<file path="src/rtl/issue_dispatch_pkg.sv">
// rtl/issue_dispatch_pkg.sv - shared pipeline types and classification helpers for issue_dispatch
package issue_dispatch_pkg;

  localparam int REG_W   = 5;
  localparam int SB_REGS = 32;

  typedef enum logic [2:0] {
    OP_ALU    = 3'd0,
    OP_LOAD   = 3'd1,
    OP_STORE  = 3'd2,
    OP_MUL    = 3'd3,
    OP_DIV    = 3'd4,
    OP_BRANCH = 3'd5
  } op_e;

  typedef struct packed {
    op_e op;
  } decode_info_t;

  typedef struct packed {
    logic [31:0]                 pc;
    logic [15:0]                 imm;
    decode_info_t                dec;
    logic [REG_W-1:0]            w_reg;
    logic [1:0][REG_W-1:0]       r_reg;
  } inst_t;

  typedef logic [SB_REGS-1:0] scoreboard_t;

  function automatic logic is_long_latency(decode_info_t d);
    return (d.op == OP_LOAD) || (d.op == OP_MUL) || (d.op == OP_DIV);
  endfunction

  function automatic logic is_branch(decode_info_t d);
    return d.op == OP_BRANCH;
  endfunction

endpackage

</file>
<file path="src/rtl/issue_dispatch_scoreboard.sv">
// rtl/issue_dispatch_scoreboard.sv - long-latency pending-register bits with set/clear/flush and lookup port
module issue_scoreboard
  import issue_dispatch_pkg::*;
#(
  parameter int NUM_REGS = 32,
  parameter int NUM_LK   = 6
) (
  input  logic                          clk,
  input  logic                          rst_n,
  input  logic                          i_flush,
  input  logic                          i_set_en,
  input  logic [REG_W-1:0]              i_set_reg,
  input  logic                          i_clr_en,
  input  logic [REG_W-1:0]              i_clr_reg,
  input  logic [NUM_LK-1:0][REG_W-1:0]  i_lookup,
  output logic [NUM_LK-1:0]             o_busy
);

  logic [NUM_REGS-1:0] r_pend;
  logic [NUM_REGS-1:0] w_pend_next;

  // Set is applied after clear so a same-cycle reissue keeps the register pending.
  always_comb begin
    w_pend_next = r_pend;
    if (i_clr_en) w_pend_next[i_clr_reg] = 1'b0;
    if (i_set_en) w_pend_next[i_set_reg] = 1'b1;
    w_pend_next[0] = 1'b0;
    if (i_flush) w_pend_next = '0;
  end

  always_ff @(posedge clk or negedge rst_n) begin
    if (!rst_n) r_pend <= '0;
    else        r_pend <= w_pend_next;
  end

  always_comb begin
    o_busy = '0;
    for (int k = 0; k < NUM_LK; k++) begin
      o_busy[k] = (i_lookup[k] != '0) && r_pend[i_lookup[k]];
    end
  end

endmodule

</file>
<file path="src/rtl/issue_dispatch.sv">
// rtl/issue_dispatch.sv - pair issue decision, dispatch register and scoreboard owner
// ISSUE_DUAL_EN enables slot-1 issue; without it only slot 0 ever issues.
module issue_dispatch
  import issue_dispatch_pkg::*;
#(
  parameter int NUM_REGS = 32
) (
  input  logic             clk,
  input  logic             rst_n,
  input  inst_t [1:0]      inst_i,
  input  logic  [1:0]      inst_valid_i,
  output logic  [1:0]      issue_num_o,
  output logic             backend_stall_o,
  input  logic             ex_stall_i,
  input  logic             flush_i,
  input  logic             wb_valid_i,
  input  logic  [4:0]      wb_reg_i,
  output inst_t [1:0]      inst_o,
  output logic  [1:0]      inst_valid_o
);

`ifdef ISSUE_DUAL_EN
  localparam int N_LK = 6;
`else
  localparam int N_LK = 3;
`endif

  logic [N_LK-1:0][REG_W-1:0] w_lookup;
  logic [N_LK-1:0]            w_busy;
  logic                       w_go;
  logic                       w_issue0;
  logic                       w_issue1;
  logic                       w_set0;
  logic                       w_set_en;
  logic [REG_W-1:0]           w_set_reg;
  inst_t [1:0]                r_inst;
  logic  [1:0]                r_valid;

  assign w_lookup[2:0] = {inst_i[0].w_reg, inst_i[0].r_reg[1], inst_i[0].r_reg[0]};
  assign w_go          = ~ex_stall_i & ~flush_i & inst_valid_i[0];
  assign w_issue0      = w_go & ~(|w_busy[2:0]);
  assign w_set0        = w_issue0 & is_long_latency(inst_i[0].dec) & (inst_i[0].w_reg != '0);

`ifdef ISSUE_DUAL_EN
  logic w_raw;
  logic w_waw;
  logic w_set1;

  assign w_lookup[5:3] = {inst_i[1].w_reg, inst_i[1].r_reg[1], inst_i[1].r_reg[0]};
  assign w_raw = (inst_i[0].w_reg != '0) &&
                 ((inst_i[1].r_reg[0] == inst_i[0].w_reg) || (inst_i[1].r_reg[1] == inst_i[0].w_reg));
  assign w_waw = (inst_i[0].w_reg != '0) && (inst_i[1].w_reg == inst_i[0].w_reg);
  assign w_issue1 = w_issue0 & inst_valid_i[1] & ~(|w_busy[5:3]) & ~w_raw & ~w_waw
                  & ~(is_long_latency(inst_i[0].dec) & is_long_latency(inst_i[1].dec))
                  & ~is_branch(inst_i[0].dec);
  assign w_set1    = w_issue1 & is_long_latency(inst_i[1].dec) & (inst_i[1].w_reg != '0);
  // Only one long-latency op can issue per cycle, so at most one set is live.
  assign w_set_en  = w_set0 | w_set1;
  assign w_set_reg = w_set1 ? inst_i[1].w_reg : inst_i[0].w_reg;
`else
  logic w_unused_slot1;

  assign w_issue1       = 1'b0;
  assign w_unused_slot1 = inst_valid_i[1];
  assign w_set_en       = w_set0;
  assign w_set_reg      = inst_i[0].w_reg;
`endif

  issue_scoreboard #(
    .NUM_REGS (NUM_REGS),
    .NUM_LK   (N_LK)
  ) u_scoreboard (
    .clk       (clk),
    .rst_n     (rst_n),
    .i_flush   (flush_i),
    .i_set_en  (w_set_en),
    .i_set_reg (w_set_reg),
    .i_clr_en  (wb_valid_i),
    .i_clr_reg (wb_reg_i),
    .i_lookup  (w_lookup),
    .o_busy    (w_busy)
  );

  assign issue_num_o     = {w_issue1, w_issue0 & ~w_issue1};
  assign backend_stall_o = ex_stall_i;

  always_ff @(posedge clk or negedge rst_n) begin
    if (!rst_n) begin
      r_inst  <= '0;
      r_valid <= '0;
    end else if (flush_i) begin
      r_valid <= '0;
    end else if (!ex_stall_i) begin
      r_inst  <= inst_i;
      r_valid <= {w_issue1, w_issue0};
    end
  end

  assign inst_o       = r_inst;
  assign inst_valid_o = r_valid;

endmodule

</file>
<file path="config.mk">
export PLATFORM = sky130hd
export DESIGN_NAME = issue_dispatch
export DESIGN_NICKNAME = d
export VERILOG_FILES = /design/src/rtl/issue_dispatch_pkg.sv /design/src/rtl/issue_dispatch_scoreboard.sv /design/src/rtl/issue_dispatch.sv
export SDC_FILE = /design/constraint.sdc
export NUM_CORES = 1
export LEC_CHECK = 0
export CORE_MARGIN = 2
export CORE_UTILIZATION = 45
export DETAILED_ROUTE_END_ITERATION = 12
export PLACE_DENSITY = 0.81
export SLEW_MARGIN = 25
export SYNTH_ARGS = -nofsm -noshare
export SYNTH_HDL_FRONTEND = slang
export SYNTH_SLANG_ARGS = --single-unit
export TNS_END_PERCENT = 20
</file>
<file path="constraint.sdc">
create_clock -name clk -period 3.4 [get_ports clk]
set_input_delay 0.68 -clock clk [delete_from_list [all_inputs] [get_ports clk]]
set_output_delay 0.68 -clock clk [all_outputs]
set_load 0.02 [all_outputs]
</file>
Word-level counts from Yosys, hierarchy flattened
Index checks and enable logic that the tools add are counted.
{ "classes": {"order_cmp": 6, "eq_ne": 4, "muxes": 15, "n_bitwise": 11, "n_reduce_logical": 12} }
{ "ops": {"columns": ["cell", "count"], "rows": [
  ["$mux W32", 3],
  ["$and A32 B32 Y32", 1],
  ["$not A32 Y32", 1],
  ["$or A32 B32 Y32", 1],
  ["$lt A5 B6 Y1 const B", 4],
  ["$bmux W1 S5", 3],
  ["$reduce_bool A5 Y1", 3],
  ["$demux W1 S5", 2],
  ["$ge A5 B1 Y1 const B", 2],
  ["$and A1 B1 Y1", 5],
  ["$logic_and A1 B1 Y1", 5],
  ["$mux W1", 5],
  ["$mux W2", 2],
  ["$eq A3 B1 Y1 const B", 1],
  ["$eq A3 B2 Y1 const B", 1],
  ["$eq A3 B3 Y1 const B", 1],
  ["$not A1 Y1", 3],
  ["$reduce_or A3 Y1", 1],
  ["$logic_or A1 B1 Y1", 2],
  ["$ne A2 B1 Y1 const B", 1],
  ["$reduce_and A2 Y1", 1]
]} }
{ "word_totals": {"reg_bits": 166, "inputBits": 144, "output_inout_bits": 137} }

Logic depth before layout (Yosys ltp)
Gate-level depths: netlist of the first run.
{ "depth": {"depth_word": 10, "ltp_mapped": 9, "ltp_nobuf": 6} }

By module
From an unflattened synthesis of the first run, not the netlist that was laid out.
{ "unflattened": {"hier_cells": 564, "hier_area_um2": 7322.0} }
{ "modules_own_cells": {"columns": ["module", "n_inst", "cells_each", "area_each_um2", "seq_area_each_um2"], "rows": [
  ["issue_dispatch", 1, 295, 5008.6, 3328.2],
  ["issue_scoreboard", 1, 269, 2313.5, 775.7]
]} }

Least setup slack after synthesis of the first run
Ideal clock, no wire load.
{ "synth_path": {"path_type": "input to output", "from": "in inst_i[5] in the netlist's numbering", "to": "out issue_num_o[0]", "arrival_ps": 2220, "required_ps": 2720, "slack_ps": 500, "path_stages": 7, "path_cell_list": "buf_2 mux4_2 mux2_2 a311oi_2 nand2_1 nor2_1 buf_4"} }
{ "synth_via": {"elab_chain_len": 6, "word_cells_on_any_way": 7, "classes_between": "mux (2); bitwise (2); reduce/logical (3)"} }
{ "synth_lines": {"columns": ["item", "line_no", "rtl"], "rows": [
  ["start: declaration", "issue_dispatch.sv:10", "input inst_t [1:0] inst_i,"],
  ["$bmux W1 S5", "issue_dispatch_scoreboard.sv:39", "o_busy[k] = (i_lookup[k] != '0) && r_pend[i_lookup[k]];"],
  ["$mux W1 (implied by the code)", "issue_dispatch_scoreboard.sv:39", null],
  ["$logic_and A1 B1 Y1 *", "issue_dispatch_scoreboard.sv:39", null],
  ["$reduce_or A3 Y1 *", "issue_dispatch.sv:41", "assign w_issue0 = w_go & ~(|w_busy[2:0]);"],
  ["$not A1 Y1 *", "issue_dispatch.sv:41", null],
  ["$and A1 B1 Y1 *", "issue_dispatch.sv:41", null],
  ["end: declaration", "issue_dispatch.sv:12", "output logic [1:0] issue_num_o,"]
]} }
Mark *: on every way between the ends. The rest lies on a longest branch, timed or not. The select of a mux whose other input is x is not followed.

Final worst setup path of the first run
{ "layout_path": {"from": "in inst_i[7] in the netlist's numbering", "to": "out issue_num_o[0]"} }
The elaborated chain is that of the path after synthesis.

==> metrics.cfg, run 1 <==
[die]
fp.coreArea_um2 = 16400
rows = 47
boundaryPins = 281
die_w_um = 133
die-area_um2 = 17700
die_y_um = 133
start_util = 0.456

[setup_path]
critPathMaxFanout = 5
worstPathArrival_ps = 2650
r2r_cells = 8
startpoint_type = primary input
cp-end-kind = output port
r2r-end = u_scoreboard.r_pend[28]
required_ps = 2720
r2r_setup_slack_ps = 690
r2r_start = u_scoreboard.r_pend[1]
worstSetupStartpoint = inst_i[7]
path_class = in -> out

[power]
p_per_area_nw_per_um2 = 494
leakage_nw = 4.66
irDropWorstVdd_mv = 0.327

[clock_tree]
cts_tree = built
htreeDepth = 4
cts-root-buf = clkbuf_16
cts_num_sinks = 164
clk_pin_slew_ps = 60
clock_latency_ps = 420
clockBufferDepth = 2
numCtsBuffers = 17

[yosys]
synth_cells = 562
synth_edf_count = 0
yosysWarningCount = 0
synth-seq-cells = 164
synthArstFlopShare = 1.00
post_synth.cell_area_avg_um2 = 13.3
ys_seq_area_frac = 0.548
synth_area_um2 = 7490
synthFlopType = dfrtp_1
synth.distinct_cells = 43

[sta]
slew_headroom = 0.443
fin_ws_ps = 74.8
final.min_clock_period_ps = 3330
fin_crit_sh = 0.978
tightest_slew_ps = 836
max_freq_mhz = 301
finalHoldViolCount = 0
finalMaxSlewViolations = 0
clock_skew_ps = 7.05
timing.hold.ws_ps = 322
rsz0062_at_grt = no
setup_viol = 0

[run_status]
status = completed

[routing]
drt-wirelength-per-cell_um = 20.3
drtIter0Drc = 415
drc_errors = 0
num_vias = 6031
routed_wl_mm = 22.3
ant_nets = 0
dr.pass1.iters = 6
routed_via_density = 5.47

[grt]
grt_start_max_net_pins = 92
grt_pass1_wl_mm = 35.1
groute.usage.overall = 0.257
grt_overflow = 0
grt_pass1_vias = 6401
antenna_found_initial = 0

[finish]
stdcell_area_um2 = 11400
num_antenna_cells = 0
final_nets = 1013
drive_gt1_frac = 0.278
area_growth_pct = 51.7
fill_cells = 1127

[placed_design]
placedInstanceArea_um2 = 10700
pre_cts_ws_ps = -548
numPortBuffers = 277
routabilityCongestion = 0.970
dp_hpwl_mm = 16.3

[worst_hold_path]
hp-class = in -> async

[job]
cap_violations = 0

==> synthesized netlist by cell type, types with 11 or more instances <==
cell,instances,area [um2]
mux4_2,11,248
nand3b_1,22,165
nor2b_1,24,150
nand2_1,28,105
nor2_1,11,41.3
mux2_2,141,1590
clkbuf_1,23,86.3
dfrtp_1,164,4100
mux2i_1,14,140
o31ai_1,24,180
o21ai_0,17,85.1
==> kinds of logic after synthesis <==
group                  share of synthesized area
AOI/OAI and AO/OA                         0.0707
buffers and inverters                     0.0242
DFF                                        0.548
muxes                                      0.264
other                                   0.000501
and+or+nand+nor                           0.0929
==> cell usage in the layout, fill, tap and decap left out, drive strengths merged, types with 4 or more instances in the layout <==
master | Yosys | final
nand3 | 7 | 7
nand2 | 28 | 28
nand3b | 22 | 22
dfrtp | 164 | 164
o21ai | 17 | 17
mux4 | 11 | 11
clkinv | 0 | 6
clkdlybuf4s50 | 0 | 271
clkbuf | 23 | 19
o31ai | 24 | 24
dlymetal6s2s | 0 | 4
nand2b | 7 | 7
mux2 | 141 | 141
buf | 16 | 51
nor3 | 5 | 5
o41ai | 7 | 7
nor2 | 11 | 11
inv | 3 | 8
o2111ai | 5 | 5
nor2b | 24 | 24
a22oi | 4 | 4
nor3b | 4 | 4
mux2i | 14 | 14
==> routing by layer <==
layer	GRT usage	vias to the layer above	wire length (um)
li1	-	2687	-
met2	0.432	340	11100
met3	0.0847	49	2170
met4	0.0944	0	571
met1	0.309	2955	8490
met5	0	-	0
==> worst max-delay path, stage by stage <==
cell             delay (ps)
clkdlybuf4s50_1         630
mux4_2                  370
mux2_4                  280
a311oi_2                300
nand2_1                 110
nor2_1                  120
buf_4                   160
==> area by class of cell <==
type	instances	area [um2]	area share
well taps	220	275	0.0242
clock buffers	19	443	0.0390
clock inverters	13	123	0.0108
repair buffers	326	3180	0.280
inverters	3	11.3	0.000991
flip-flops and latches	164	4100	0.361
multi-input cells	357	3230	0.284
==> worst max path at each step <==
stage,end,slack (ps)
floorplan,issue_num_o[0],500
global placement,issue_num_o[0],-540
detailed placement,issue_num_o[0],-550
CTS,issue_num_o[0],7
global route,issue_num_o[0],8
finish,issue_num_o[0],70
==> stage by stage <==
step | utilization | instances | total power, mW | setup TNS [ps]
after floorplan | - | 563 | 2.96 | 0
after global placement | 0.652 | 1061 | 3.76 | -1190
after detailed placement | 0.652 | 1061 | 3.80 | -2970
after CTS | 0.687 | 1095 | 5.66 | 0
after global routing | 0.693 | 1102 | 5.86 | 0
final | 0.693 | 1102 | 5.61 | 0
==> registers in the layout (all words and copies together) (netlist names) <==
| register | cells |
|---|---|
| inst_o | 132 |
| u_scoreboard.r_pend | 31 |
| inst_valid_o | 1 |
==> power by group <==
part / internal, mW / leakage [nW] / switching [mW]
Sequential: 2.19 / 2.00 / 0.124
Clock: 1.04 / 0.279 / 0.812
Combinational: 0.787 / 2.38 / 0.667
==> repair_timing <==
item / in CTS / in global routing
hold buffers: 0 / 0
cloned: 0 / 1
setup buffers: 2 / 6
setup endpoints to repair: 1 / 1
pin swaps: 1 / 4
resized for setup: 7 / 10
Note: power is estimated with default switching activity, not from simulation.
==> run 2, diff against run 1 <==
--- a/config.mk
+++ b/config.mk
@@ -6,11 +6,12 @@
 export NUM_CORES = 1
 export LEC_CHECK = 0
 export CORE_MARGIN = 2
-export CORE_UTILIZATION = 45
+export CORE_UTILIZATION = 44
 export DETAILED_ROUTE_END_ITERATION = 12
-export PLACE_DENSITY = 0.81
+export PLACE_DENSITY = 0.8
 export SLEW_MARGIN = 25
 export SYNTH_ARGS = -nofsm -noshare
 export SYNTH_HDL_FRONTEND = slang
+export SYNTH_HIERARCHICAL = 1
 export SYNTH_SLANG_ARGS = --single-unit
 export TNS_END_PERCENT = 20
==> run 2 against run 1 <==
Compared with the run above:
- routed wire length rose by 0.47%
- global-route usage is 0.14 points lower
- worst setup slack got worse by 27 ps
- combinational power about the same
- critical path depth is 4 higher
- synthesized area down 2.2%
- sequential cell count stayed put
- sequential share of layout area grew 0.42 points
- first-iteration DRC count stayed put
- critical path type unchanged
- critical endpoint unchanged
==> metrics.cfg, run 2 <==
[setup_path]
critPathMaxFanout = 6
required_ps = 2720
startpoint_type = primary input
worstPathArrival_ps = 2670
path_class = in -> out
cp-end-kind = output port

[finish]
regArea_um2 = 4100
area_growth_pct = 53.4
instances_no_fill = 1110
fill_cells = 1164
drive_gt1_frac = 0.263
final_cell_mix = 267 x clkdlybuf4s50_1, 164 x dfrtp_1, 135 x mux2_2, 44 x nand2_1, 43 x buf_4
final_common_cell = clkdlybuf4s50_1
final_nets = 1022
num_antenna_cells = 0
final_util = 0.685
multi_input_area_um2 = 3080
stdcell_area_um2 = 11200
largest_reg_flops = 132

[clock_tree]
htreeDepth = 4
numCtsBuffers = 17
clockBufferDepth = 2
cts-root-buf = clkbuf_16
clk_pin_slew_ps = 70
cts_tree = built
cts_num_sinks = 164
clock_latency_ps = 420

[grt]
antenna_found_initial = 0
grt_start_max_net_pins = 133
use_met2 = 0.436
grt_overflow = 0
grt_pass1_vias = 6270
use_met1 = 0.305
globalRouteMet3Util = 0.0904
gr-max-usage-layer = met2
grt_pass1_wl_mm = 34.9
groute.usage.overall = 0.255

[yosys]
synth_top_area_share = 0.560
synth_area_leaders = dfrtp_1 56%, mux2_2 21%, mux2i_1 3.8%
synth.distinct_cells = 36
synth_top_area_cell = dfrtp_1
synth_commonest_cells = 164 x dfrtp_1, 135 x mux2_2, 44 x nand2_1
synthArstFlopShare = 1.00
yosysWarningCount = 6
synth-seq-cells = 164
synth_cells = 564
ys_seq_area_frac = 0.560
synthFlopType = dfrtp_1
synth_edf_count = 0
post_synth.cell_area_avg_um2 = 13.0
synth_area_um2 = 7320
yosysMostFrequentCell = dfrtp_1

[placed_design]
routabilityCongestion = 0.946
numPortBuffers = 277
place_inst = 1079
placedInstanceArea_um2 = 10500
dp_hpwl_mm = 16.7

[run_status]
status = completed

[sta]
finalMaxSlewViolations = 0
clock_skew_ps = 7.60
slew_headroom = 0.496
finalHoldViolCount = 0
rsz0062_at_grt = yes
fin_tns_setup_ps = 0
setup_viol = 0
fin_crit_sh = 0.986
tightest_slew_ps = 756
final.min_clock_period_ps = 3350
max_freq_mhz = 298

[power]
p_per_area_nw_per_um2 = 516
irDropWorstVdd_mv = 0.395
leakage_nw = 4.64
finalPower_mw = 5.80

[die]
fp.coreArea_um2 = 16400
start_util = 0.446
die-area_um2 = 17700
boundaryPins = 281
rows = 47
die_w_um = 133
die_y_um = 133

[routing]
routed_wl_mm = 22.4
dr.pass1.iters = 5
drc_errors = 0
drt-wirelength-per-cell_um = 20.2
ant_nets = 0
drtIter0Drc = 415
num_vias = 5955
routed_via_density = 5.36

[worst_hold_path]
hp-class = in -> async

[job]
cap_violations = 0

==> run 2: cell count changes after synthesis, sizes merged, moves of 12 or more <==
| cell | before | now |
|---|---|---|
| a221oi | 0 | 12 |
| o21ai | 17 | 32 |
| o31ai | 24 | 0 |
| mux2i | 14 | 28 |
| a21oi | 0 | 35 |
| nand3b | 22 | 5 |
| nand2 | 28 | 44 |
| clkbuf | 23 | 5 |
==> run 2: final cells by class <==
type / count / area share
clock inverters: 10 / 0.0130
inverters: 5 / 0.00167
flip-flops and latches: 164 / 0.365
well taps: 220 / 0.0245
multi-input cells: 367 / 0.274
repair buffers: 323 / 0.280
clock buffers: 21 / 0.0419
==> run 2: logic make-up (layout without fill, tap and decap cells) <==
family / Yosys count / after routing / share of synthesized area
DFF: 164 / 164 / 0.560
buffers and inverters: 34 / 359 / 0.0297
other: 1 / 2 / 0.000512
muxes: 166 / 166 / 0.255
and+or+nand+nor: 107 / 107 / 0.0788
AOI/OAI and AO/OA: 92 / 92 / 0.0754
==> run 2: repair_timing <==
action                                 in CTS  in global routing
setup endpoints to repair                  32                 19
pin swaps                                   3                  3
hold buffers                                0                  0
endpoints found under the hold margin       0                  0
buffers inserted                            0                  0
gates resized for setup                    28                 11
==> run 2: final timing paths <==
kind / startpoint / endpoint / slack, ps / depth (start not counted)
max: inst_i[12] / issue_num_o[0] / 50 / 11
min: rst_n / inst_o[32] / 260 / 1
max reg2reg: u_scoreboard/r_pend[7] / u_scoreboard/r_pend[16] / 280 / 14
min reg2reg: inst_o[129] / inst_o[129] / 500 / 1
max in group asynchronous: rst_n / inst_o[71] / 2350 / 2
min in group clk: inst_o[129] / inst_o[129] / 500 / 1
==> run 2: worst max-delay path, stage by stage <==
cell and delay [ps]:
clkdlybuf4s50_1 480, buf_4 140, and2_1 160, a221oi_1 80
a41oi_1 240, nand3_2 150, nor4b_4 330, buf_4 160
nand2_1 70, inv_1 60, buf_4 130
==> run 2: report_power, final <==
group          internal [mW]  leakage (nW)  switching (mW)  total [mW]
logic                  0.787          2.33           0.679        1.47
clock network           1.22         0.305           0.798        2.02
registers               2.19          2.00           0.129        2.31
total                   4.19          4.64            1.61        5.80
==> run 2: through the flow <==
stage               hold slack (ps)  setup slack, ps
finish                          256             48.2
global route                    297            -39.7
CTS                             275             7.18
detailed placement              495             -905
global placement                488             -816
floorplan                       384              274
==> run 2: routing by layer <==
| metal | part of all wire | vias to the layer above |
|---|---|---|
| met3 | 0.089 | 30 |
| li1 | - | 2686 |
| met1 | 0.38 | 2947 |
| met4 | 0.018 | 0 |
| met5 | 0 | - |
| met2 | 0.51 | 292 |
==> run 3, diff against run 2 <==
--- a/config.mk
+++ b/config.mk
@@ -6,9 +6,9 @@
 export NUM_CORES = 1
 export LEC_CHECK = 0
 export CORE_MARGIN = 2
-export CORE_UTILIZATION = 44
+export CORE_UTILIZATION = 30
 export DETAILED_ROUTE_END_ITERATION = 12
-export PLACE_DENSITY = 0.8
+export SKIP_LAST_GASP = 1
 export SLEW_MARGIN = 25
 export SYNTH_ARGS = -nofsm -noshare
 export SYNTH_HDL_FRONTEND = slang
==> constraint.sdc (replaced) <==
create_clock -name clk -period 3.65 [get_ports clk]
set_input_delay 0.73 -clock clk [delete_from_list [all_inputs] [get_ports clk]]
set_output_delay 0.73 -clock clk [all_outputs]
set_load 0.02 [all_outputs]
==> run 3 against run 2 <==
Compared with the run above:
- clock skew decreased by 1.7 ps
- critical endpoint unchanged
- first-iteration DRC count decreased by 27%
- core utilization decreased by 22 points
- clock power decreased by 11%
- worst setup slack improved by 41 ps
- total power decreased by 9.0%
==> metrics.cfg, run 3 (synthesis results as in run 2) <==
[setup_path]
r2r_setup_slack_ps = 630
worstSetupStartpoint = inst_i[10]
path_class = in -> out
startpoint_type = primary input
worstPathArrival_ps = 2830
cp-end-kind = output port
required_ps = 2920
critPathMaxFanout = 8
r2r_start = u_scoreboard/r_pend[3]

[sta]
rsz0062_at_grt = no
final.min_clock_period_ps = 3560
timing.hold.ws_ps = 249
finalHoldViolCount = 0
tightest_slew_ps = 874
max_freq_mhz = 281
finalMaxSlewViolations = 0
setup_viol = 0
fin_crit_sh = 0.976
fin_ws_ps = 89.4
clock_skew_ps = 5.92
slew_headroom = 0.417

[grt]
groute.usage.overall = 0.172
grt_overflow = 0
grt_start_max_net_pins = 133
grt_pass1_wl_mm = 34.4
grt_pass1_vias = 6127
antenna_found_initial = 0

[clock_tree]
numCtsBuffers = 17
clockBufferDepth = 2
clk_pin_slew_ps = 70
clock_latency_ps = 420
postCtsHoldBufs = 0
cts_tree = built
htreeDepth = 4
cts_num_sinks = 164
cts-root-buf = clkbuf_16

[finish]
final_common_cell = clkdlybuf4s50_1
final_cell_mix = 267 x clkdlybuf4s50_1, 164 x dfrtp_1, 134 x mux2_2, 43 x nand2_1, 35 x a21oi_1
num_antenna_cells = 0
final_nets = 1006
largest_reg_flops = 132
stdcell_area_um2 = 11300
drive_gt1_frac = 0.254
area_growth_pct = 54.2

[routing]
drt-wirelength-per-cell_um = 18.1
ant_nets = 0
drc_errors = 0
drtIter0Drc = 303
dr.pass1.iters = 5
num_vias = 5748
routed_via_density = 4.79
routed_wl_mm = 21.7

[die]
rows = 57
die_y_um = 160
fp.coreArea_um2 = 24100
boundaryPins = 281
die-area_um2 = 25700
die_w_um = 160
start_util = 0.304

[run_status]
status = completed

[power]
irDropWorstVdd_mv = 0.298
p_per_area_nw_per_um2 = 467
leakage_nw = 4.58

[job]
cap_violations = 0

[placed_design]
routabilityCongestion = 0.937
dp_hpwl_mm = 15.4
placedInstanceArea_um2 = 10600
pre_cts_ws_ps = -608
numPortBuffers = 277

[worst_hold_path]
hp-class = in -> async

## run 3: changes by cell type in the layout (fill, tap and decap cells not counted), moves of 3 or more
cell	previous run	this run
a2111oi_0	4	1
a2111oi_1	3	0
a2111oi_2	2	7
a211oi_1	0	3
a211oi_2	3	0
buf_4	43	23
bufinv_16	3	0
dlymetal6s2s_1	0	3
inv_8	1	4
## run 3: cell type report
| class | count | area, um2 |
|---|---|---|
| fill | 2251 | 12800 |
| sequential | 164 | 4100 |
| multi-input combinational | 367 | 3110 |
| timing repair buffer | 307 | 3060 |
| clock buffer | 19 | 453 |
| tap | 324 | 405 |
| clock inverter | 13 | 136 |
| inverter | 5 | 18.8 |
## run 3: final timing paths
check                      depth (start not counted)                      end
setup reg to reg                                  13  u_scoreboard/r_pend[16]
max in group asynchronous                          2              inst_o[124]
hold reg to reg                                    1                inst_o[9]
setup / recovery                                  12           issue_num_o[0]
min in group clk                                   1                inst_o[9]
hold / removal                                     1                inst_o[2]
## run 3: critical path, stage by stage
cell and delay (ps):
clkdlybuf4s15_1 210, buf_12 140, mux2_2 340, a221oi_2 250
a2111oi_2 60, a41oi_1 190, nand3_1 160, nor4b_4 320
buf_4 180, nand2_4 50, inv_2 60, buf_6 120
## run 3: routing by layer
layer,global-route usage,share of wire,up-vias
met3,0.0631,0.092,20
met4,0.0438,0.013,0
met5,0,0,-
met1,0.218,0.42,2817
li1,-,-,2651
met2,0.278,0.48,260
## run 3: stage by stage
| step | instances | util | power (mW) | setup TNS, ps |
|---|---|---|---|---|
| finish | 1199 | 0.468 | 5.27 | 0 |
| CTS | 1198 | 0.466 | 5.35 | 0 |
| global route | 1199 | 0.468 | 5.52 | 0 |
| floorplan | 565 | - | 2.76 | 0 |
| global placement | 1165 | 0.438 | 3.51 | -16570 |
| detailed placement | 1165 | 0.438 | 3.52 | -17860 |
## run 3: repair_timing
item	in CTS	in global routing
hold endpoints to repair	0	0
pin swaps	5	4
endpoints found under the setup margin	32	3
resized for setup	24	18
setup buffers	1	1
## run 3: report_power, final
part | leakage [nW] | switching (mW) | internal (mW)
combinational | 2.30 | 0.616 | 0.729
clock | 0.284 | 0.843 | 0.946
sequential | 2.00 | 0.107 | 2.03
total | 4.58 | 1.57 | 3.71
